## config.mk

```make
export PLATFORM = sky130hd
export DESIGN_NAME = route_sequencer
export DESIGN_NICKNAME = d
export VERILOG_FILES = /design/src/rtl/route_sequencer_pkg.sv /design/src/rtl/route_sequencer.sv
export SDC_FILE = /design/constraint.sdc
export NUM_CORES = 1
export LEC_CHECK = 0
export ABC_AREA = 1
export ABC_CLOCK_PERIOD_IN_PS = 3200
export CAP_MARGIN = 20
export CORE_MARGIN = 1.5
export CORE_UTILIZATION = 52
export CTS_CLUSTER_DIAMETER = 30
export DETAILED_ROUTE_END_ITERATION = 8
export GPL_TIMING_DRIVEN = 0
export PLACE_DENSITY = 0.83
export RECOVER_POWER = 50
export SYNTH_ARGS = -nofsm -noshare
export SYNTH_HDL_FRONTEND = slang
export SYNTH_SLANG_ARGS = --single-unit
```

## constraint.sdc

```tcl
create_clock -name clk -period 3.2 [get_ports clk]
set_clock_uncertainty 0.05 [all_clocks]
set_input_delay 0.64 -clock clk [delete_from_list [all_inputs] [get_ports clk]]
set_output_delay 0.64 -clock clk [all_outputs]
set_load 0.01 [all_outputs]
```

## src/rtl/route_sequencer_pkg.sv

```systemverilog
// route_sequencer_pkg: shared route RAM geometry, terminator code and sequencer state encodings
package route_sequencer_pkg;

    localparam int ROUTE_ADDR_W = 4;
    localparam int ROUTE_DATA_W = 4;
    localparam logic [ROUTE_DATA_W-1:0] ROUTE_END_CODE = 4'b1111;

    localparam logic [2:0] S_IDLE    = 3'd0;
    localparam logic [2:0] S_FETCH   = 3'd1;
    localparam logic [2:0] S_CAPTURE = 3'd2;
    localparam logic [2:0] S_OFFER   = 3'd3;
    localparam logic [2:0] S_DWELL   = 3'd4;
    localparam logic [2:0] S_DONE    = 3'd5;

endpackage

```

## src/rtl/route_sequencer.sv

```systemverilog
// route_sequencer: walks the route RAM and offers each command downstream over valid/ready
module route_sequencer
    import route_sequencer_pkg::*;
#(
    parameter int                ADDR_W     = ROUTE_ADDR_W,
    parameter int                DATA_W     = ROUTE_DATA_W,
    parameter logic [ADDR_W-1:0] START_ADDR = '0,
    parameter logic [DATA_W-1:0] END_CODE   = ROUTE_END_CODE,
    parameter int                DWELL      = 8
) (
    input  logic              clk,
    input  logic              reset_n,
    input  logic              start,
    input  logic              abort,
    input  logic              loop_en,
    output logic [ADDR_W-1:0] ram_addr,
    output logic              ram_we,
    input  logic [DATA_W-1:0] ram_q,
    output logic [DATA_W-1:0] cmd,
    output logic              cmd_valid,
    input  logic              cmd_ready,
    output logic              busy,
    output logic              done,
    output logic [ADDR_W-1:0] step
);

    localparam int CW = (DWELL > 0) ? $clog2(DWELL + 1) : 1;
    localparam logic [CW-1:0] CNT_LOAD = CW'((DWELL > 0) ? DWELL - 1 : 0);

    logic [2:0]    state, next;
    logic [CW-1:0] cnt;
    logic          hs, adv, wrap, go;
    logic [2:0]    adv_state;

    assign hs        = (state == S_OFFER) && cmd_ready;
    assign adv       = (hs && DWELL == 0) || (state == S_DWELL && cnt == '0);
    assign wrap      = &ram_addr;
    assign go        = start && (state == S_IDLE || state == S_DONE);
    assign adv_state = (wrap && !loop_en) ? S_DONE : S_FETCH;
    assign ram_we    = 1'b0;

    // state register
    always_ff @(posedge clk or negedge reset_n) begin
        if (!reset_n) state <= S_IDLE;
        else          state <= next;
    end

    // next-state logic; abort overrides everything else
    always_comb begin
        next = state;
        if (abort) next = S_IDLE;
        else case (state)
            S_IDLE, S_DONE: next = start ? S_FETCH : state;
            S_FETCH:        next = S_CAPTURE;
            S_CAPTURE:      next = (ram_q == END_CODE) ? S_DONE : S_OFFER;
            S_OFFER:        next = hs ? ((DWELL > 0) ? S_DWELL : adv_state) : S_OFFER;
            S_DWELL:        next = (cnt == '0) ? adv_state : S_DWELL;
            default:        next = S_IDLE;
        endcase
    end

    // state-decoded outputs
    always_comb begin
        cmd_valid = (state == S_OFFER);
        done      = (state == S_DONE);
        busy      = !(state == S_IDLE || state == S_DONE);
    end

    // address counter, dwell counter and command/step capture
    always_ff @(posedge clk or negedge reset_n) begin
        if (!reset_n) begin
            ram_addr <= START_ADDR;
            cmd      <= '0;
            step     <= '0;
            cnt      <= '0;
        end else if (abort) begin
            ram_addr <= START_ADDR;
        end else begin
            if (go) ram_addr <= START_ADDR;
            if (adv) ram_addr <= wrap ? START_ADDR : ram_addr + 1'b1;
            if (state == S_CAPTURE && ram_q != END_CODE) begin
                cmd  <= ram_q;
                step <= ram_addr;
            end
            if (hs) cnt <= CNT_LOAD;
            else if (state == S_DWELL && cnt != '0) cnt <= cnt - 1'b1;
        end
    end

endmodule

```

==> impl_metrics.py, run 1 <==
metrics = {
    "route": {
        "vias": 1007,
        "drt_first_pass_iters": 4,
        "route.detailed.drc": 0,
        "wl_per_cell_um": 11.8,
        "viasPerCell": 5.16,
        "drt-initial-drc-count": 26,
        "wirelength_um": 2300,
        "drtAntennaViolNets": 0,
    },
    "layout": {
        "fin_nets": 181,
        "num_antenna_cells": 0,
        "layout_common_cells": "45 x nand2_1, 22 x clkdlybuf4s50_1, 20 x nand3_1",
        "layout-drive-gt1-share": 0.131,
        "layout_commonest_cell": "nand2_1",
        "utilization": 0.691,
        "fin_cells": 195,
        "area_delta_synth_final_pct": 23.6,
    },
    "sta": {
        "worst_slack_ps": 848,
        "finalCritPeriodShare": 0.735,
        "rsz0062_at_grt": "false",
        "finalSetupViolCount": 0,
        "hold_violations": 0,
        "clock.fmax_mhz": 425,
        "worst_pin_slew_ps": 844,
        "maxSlewViolCount": 0,
        "slew_headroom": 0.436,
        "period_needed_ps": 2350,
        "setup_tns_ps": 0,
    },
    "clocking": {
        "clk_pin_slew_ps": 100,
        "clkLatencyLatePin_ps": 290,
        "cts_setup_buffers": 0,
        "ctsHoldBuffers": 0,
        "cts_sinks": 19,
        "cts_tree": "done",
        "cts_inserted_buffers": 3,
        "cts_resized": 0,
        "htreeDepth": 1,
        "root_buffer": "clkbuf_4",
        "cts_buffer_depth": 2,
    },
    "die": {
        "start_util": 0.559,
        "dieArea_mm2": 0.00244,
        "dieHeight_um": 49.4,
        "num_io_pins": 26,
        "rows": 16,
        "coreArea_mm2": 0.00200,
        "fp.dieW_um": 49.4,
    },
    "yosys": {
        "synth_seq_cells": 19,
        "avgSynthCellArea_um2": 8.00,
        "ys_async_sr_fraction": 1.00,
        "postSynthCellCount": 140,
        "synth_ff_type": "dfrtp_1",
        "yosysSeqAreaShare": 0.425,
        "ys_types": 20,
        "yosysWarnings": 0,
        "netlist_area_mm2": 0.00112,
        "syn-num-nets": 152,
        "synth_edf_count": 0,
    },
    "place": {
        "io_buffers": 24,
        "dpl.cell_count": 191,
        "detailedPlace.worstSlack_ps": 1150,
        "dpl.hpwl_um": 1750,
        "place_congestion": 0.815,
    },
    "power_and_ir_drop": {
        "p_total_uw": 804,
        "p_per_area_mw_per_mm2": 581,
        "ir_worst_vdd_uv": 364,
        "leakagePower_uw": 0.000705,
    },
    "worst_setup_path": {
        "required_ps": 2510,
        "crit_type": "flop to primary output",
        "critPathArrivalTime_ps": 1660,
        "critical_path.max_fanout": 6,
        "endpoint_kind": "primary output",
        "start_kind": "flop",
    },
    "global_route": {
        "overflow": 0,
        "grt_max_degree": 20,
        "track_usage": 0.222,
        "grt_first_pass_wirelength_um": 4280,
        "grt_pass1_vias": 939,
        "antenna_found_initial": 0,
    },
    "hold_path": {
        "holdCritPathClass": "flop to flop",
    },
    "run_status": {
        "status": "finished clean",
    },
    "run": {
        "cap_violations": 0,
    },
}
path summary, 6_finish.rpt:
check	startpoint	end	slack (ps)	cells after the start
min	cmd[1]	cmd[1]	430	2
min reg2reg	cmd[1]	cmd[1]	430	2
min in group asynchronous	reset_n	step[2]	840	1
max	state[2]	busy	850	4
max in group asynchronous	reset_n	cnt[0]	1750	1
max reg2reg	cnt[0]	ram_addr[3]	1490	8
layer usage:
metal / routed length (um) / part of all wire / vias to the layer above / track usage
met5: 0 / 0 / - / 0
met4: 20 / 0.0087 / 0 / 0.0417
met3: 141 / 0.061 / 4 / 0.0276
met2: 1060 / 0.46 / 35 / 0.363
met1: 1080 / 0.47 / 460 / 0.321
li1: - / - / 508 / -
where the power goes:
group          internal, uW  switching (uW)  total (uW)
clock                  48.4            71.5         120
combinational           157             180         337
sequential              300            47.0         347
total                   506             298         804
flip-flops by register name, summed over array words and instances (netlist names):
register	flops
cmd	4
cnt	4
ram_addr	4
step	4
state	3
cell usage after synthesis, types with 2 or more instances:
| cell type | number | area, um^2 |
|---|---|---|
| dfrtp_1 | 19 | 475 |
| nand2_4 | 4 | 45.0 |
| inv_2 | 4 | 15.0 |
| ha_1 | 2 | 25.0 |
| o21ai_2 | 4 | 35.0 |
| inv_1 | 11 | 41.3 |
| nand3_1 | 19 | 95.1 |
| nand2_1 | 43 | 161 |
| nor2_1 | 10 | 37.5 |
| nand4_1 | 7 | 43.8 |
| nor2_8 | 2 | 40.0 |
| nor2_4 | 2 | 22.5 |
| o21ai_0 | 3 | 15.0 |
| nand2_2 | 4 | 25.0 |
cell type report:
class	count	area, um^2
Fill cell	189	618
Tap cell	27	33.8
Sequential cell	19	475
Inverter	15	56.3
Timing Repair Buffer	24	240
Buffer	2	12.5
Clock buffer	4	26.3
Multi-Input combinational cell	104	539
stage by stage:
step	instance area [um^2]	hold WS [ps]
2_1_floorplan	1120	294
3_3_place_gp	1390	403
3_5_place_dp	1390	409
4_1_cts	1420	436
5_1_grt	1380	463
6_report	1380	431
cells by family after synthesis:
logic type	after synthesis	synth area share
AND/OR/NAND/NOR	92	0.429
adder cells (fa/ha/maj)	2	0.0223
AO/OA/AOI/OAI	8	0.0514
flip-flops	19	0.425
other	1	0.00335
XOR/XNOR	1	0.00782
buffers and inverters	17	0.0614
worst max-delay path, stage by stage (launching register included):
cell and delay (ps):
dfrtp_1 480, nand3_1 140, inv_1 70, nor2_1 140, clkdlybuf4s50_1 550
(Power assumes the default switching activity.)
==> run 2, diff against run 1 <==
Settings changed: ABC_CLOCK_PERIOD_IN_PS 3200 to 2320, CORE_UTILIZATION 52 to 49, PLACE_DENSITY 0.83 to 0.79.
Clock period 3.2 ns to 2.32 ns, I/O delays scaled along.
==> impl_metrics.py, run 2 (synthesis results as in run 1) <==
metrics = {
    "sta": {
        "rsz0062_at_grt": "false",
        "finalSetupViolCount": 0,
        "maxSlewViolCount": 0,
        "slew_headroom": 0.431,
        "period_needed_ps": 2170,
        "worst_pin_slew_ps": 851,
        "hold_violations": 0,
        "clock.fmax_mhz": 461,
        "finalCritPeriodShare": 0.935,
        "setup_tns_ps": 0,
    },
    "layout": {
        "fin_nets": 181,
        "stdcell_area_mm2": 0.00138,
        "fin_cells": 196,
        "layout-drive-gt1-share": 0.125,
        "num_antenna_cells": 0,
        "area_delta_synth_final_pct": 23.2,
        "layout_common_cells": "47 x nand2_1, 23 x clkdlybuf4s50_1, 19 x nand3_1, 19 x dfrtp_1",
        "layout_commonest_cell": "nand2_1",
    },
    "die": {
        "rows": 17,
        "num_io_pins": 26,
        "dieArea_mm2": 0.00258,
        "dieHeight_um": 50.8,
        "start_util": 0.511,
        "coreArea_mm2": 0.00219,
        "fp.dieW_um": 50.8,
    },
    "clocking": {
        "root_buffer": "clkbuf_4",
        "cts_setup_buffers": 0,
        "cts_tree": "done",
        "htreeDepth": 1,
        "cts_sinks": 19,
        "ctsHoldBuffers": 0,
        "cts_inserted_buffers": 3,
        "cts_buffer_depth": 2,
        "clkLatencyLatePin_ps": 280,
        "clk_pin_slew_ps": 100,
        "cts_resized": 0,
    },
    "power_and_ir_drop": {
        "seqPwrFrac": 0.440,
        "leakagePower_uw": 0.000700,
        "p_per_area_mw_per_mm2": 793,
        "p_switching_uw": 399,
        "internal_power_uw": 695,
        "p_total_uw": 1090,
        "clkPwrFrac": 0.146,
        "ir_worst_vdd_uv": 504,
        "switching_share": 0.365,
        "p_comb_frac": 0.414,
    },
    "worst_setup_path": {
        "path_cells": "nand3_1, inv_1, nor2_1, clkdlybuf4s50_1",
        "cp.buffers_inverters": 2,
        "timing.rr.end": "step[0]",
        "critPathMaxStageDelay_ps": 550,
        "crit_slowest_cell": "clkdlybuf4s50_1",
        "cp_top_family": "buffers and inverters",
        "r2r_cells": 6,
        "crit_type": "flop to primary output",
        "reg2reg_from": "state[2]",
        "required_ps": 1810,
        "endpoint_kind": "primary output",
        "critPathArrivalTime_ps": 1650,
        "critical_path.max_fanout": 6,
        "regToRegSetupSlack_ps": 480,
        "start_kind": "flop",
    },
    "hold_path": {
        "whs_endpoint": "step[2]",
        "min-delay-start": "step[2]",
        "min_delay_path_depth": 2,
        "holdCritPathClass": "flop to flop",
    },
    "route": {
        "vias": 1039,
        "drtAntennaViolNets": 0,
        "wl_per_cell_um": 11.1,
        "drt_first_pass_iters": 4,
        "route.detailed.drc": 0,
        "wirelength_um": 2170,
        "drt-initial-drc-count": 26,
        "viasPerCell": 5.30,
    },
    "global_route": {
        "track_usage": 0.193,
        "grt_max_degree": 20,
        "overflow": 0,
        "grt_first_pass_wirelength_um": 3770,
        "grt_pass1_vias": 885,
        "antenna_found_initial": 0,
    },
    "place": {
        "dpl_cell_area_mm2": 0.00140,
        "place_congestion": 0.791,
        "dpl.hpwl_um": 1680,
        "dpl.cell_count": 192,
        "io_buffers": 24,
    },
    "run_status": {
        "status": "finished clean",
    },
    "run": {
        "cap_violations": 0,
    },
}
==> run 2: cell types whose count changed in the layout (fill, tap and decap cells not counted), sizes merged <==
cell           delta
clkdlybuf4s50     +1
dlygate4sd3       -1
==> run 2: cell type report <==
type / instances / area [um^2]
timing repair buffer: 24 / 240
tap: 28 / 35.0
multi-input combinational: 104 / 534
inverter: 15 / 56.3
sequential: 19 / 475
buffer: 2 / 12.5
clock buffer: 4 / 26.3
fill: 197 / 811
==> run 2: worst register-to-register path, cell delays in order (launching register included) <==
cell and delay, ps:
dfrtp_1 470, nor2_4 190, nand2_2 60, nor2_1 390
nand2_1 350, nand2_1 160, o21ai_2 60
==> run 2: routing by layer <==
metal / GRT usage / up-vias / part of all wire
met4: 0.0721 / 0 / 0.013
met5: 0 / - / 0
li1: - / 506 / -
met2: 0.307 / 35 / 0.47
met1: 0.261 / 494 / 0.46
met3: 0.0357 / 4 / 0.058
==> run 2: metrics by stage <==
stage	util	hold slack, ps	setup WS, ps
after floorplan	-	118	956
after global placement	0.637	403	484
after detailed placement	0.637	409	451
after CTS	0.649	434	147
after global routing	0.630	465	69.2
final	0.630	429	151
==> run 2: worst max-delay path by stage <==
stage,startpoint,to,slack (ps),depth (start not counted)
6_report,state[2],busy,150,4
5_1_grt,state[2],busy,70,4
4_1_cts,state[2],busy,150,4
3_5_place_dp,ram_q[1],step[0],450,7
3_3_place_gp,state[2],busy,480,4
2_1_floorplan,state[2],busy,960,3
==> run 2: power groups by stage <==
stage / Combinational (uW) / Sequential, uW / Clock [uW]
3_3_place_gp: 464 / 482 / 0
2_1_floorplan: 285 / 497 / 0
6_report: 453 / 482 / 159
4_1_cts: 478 / 481 / 163
3_5_place_dp: 476 / 486 / 0
5_1_grt: 514 / 493 / 181
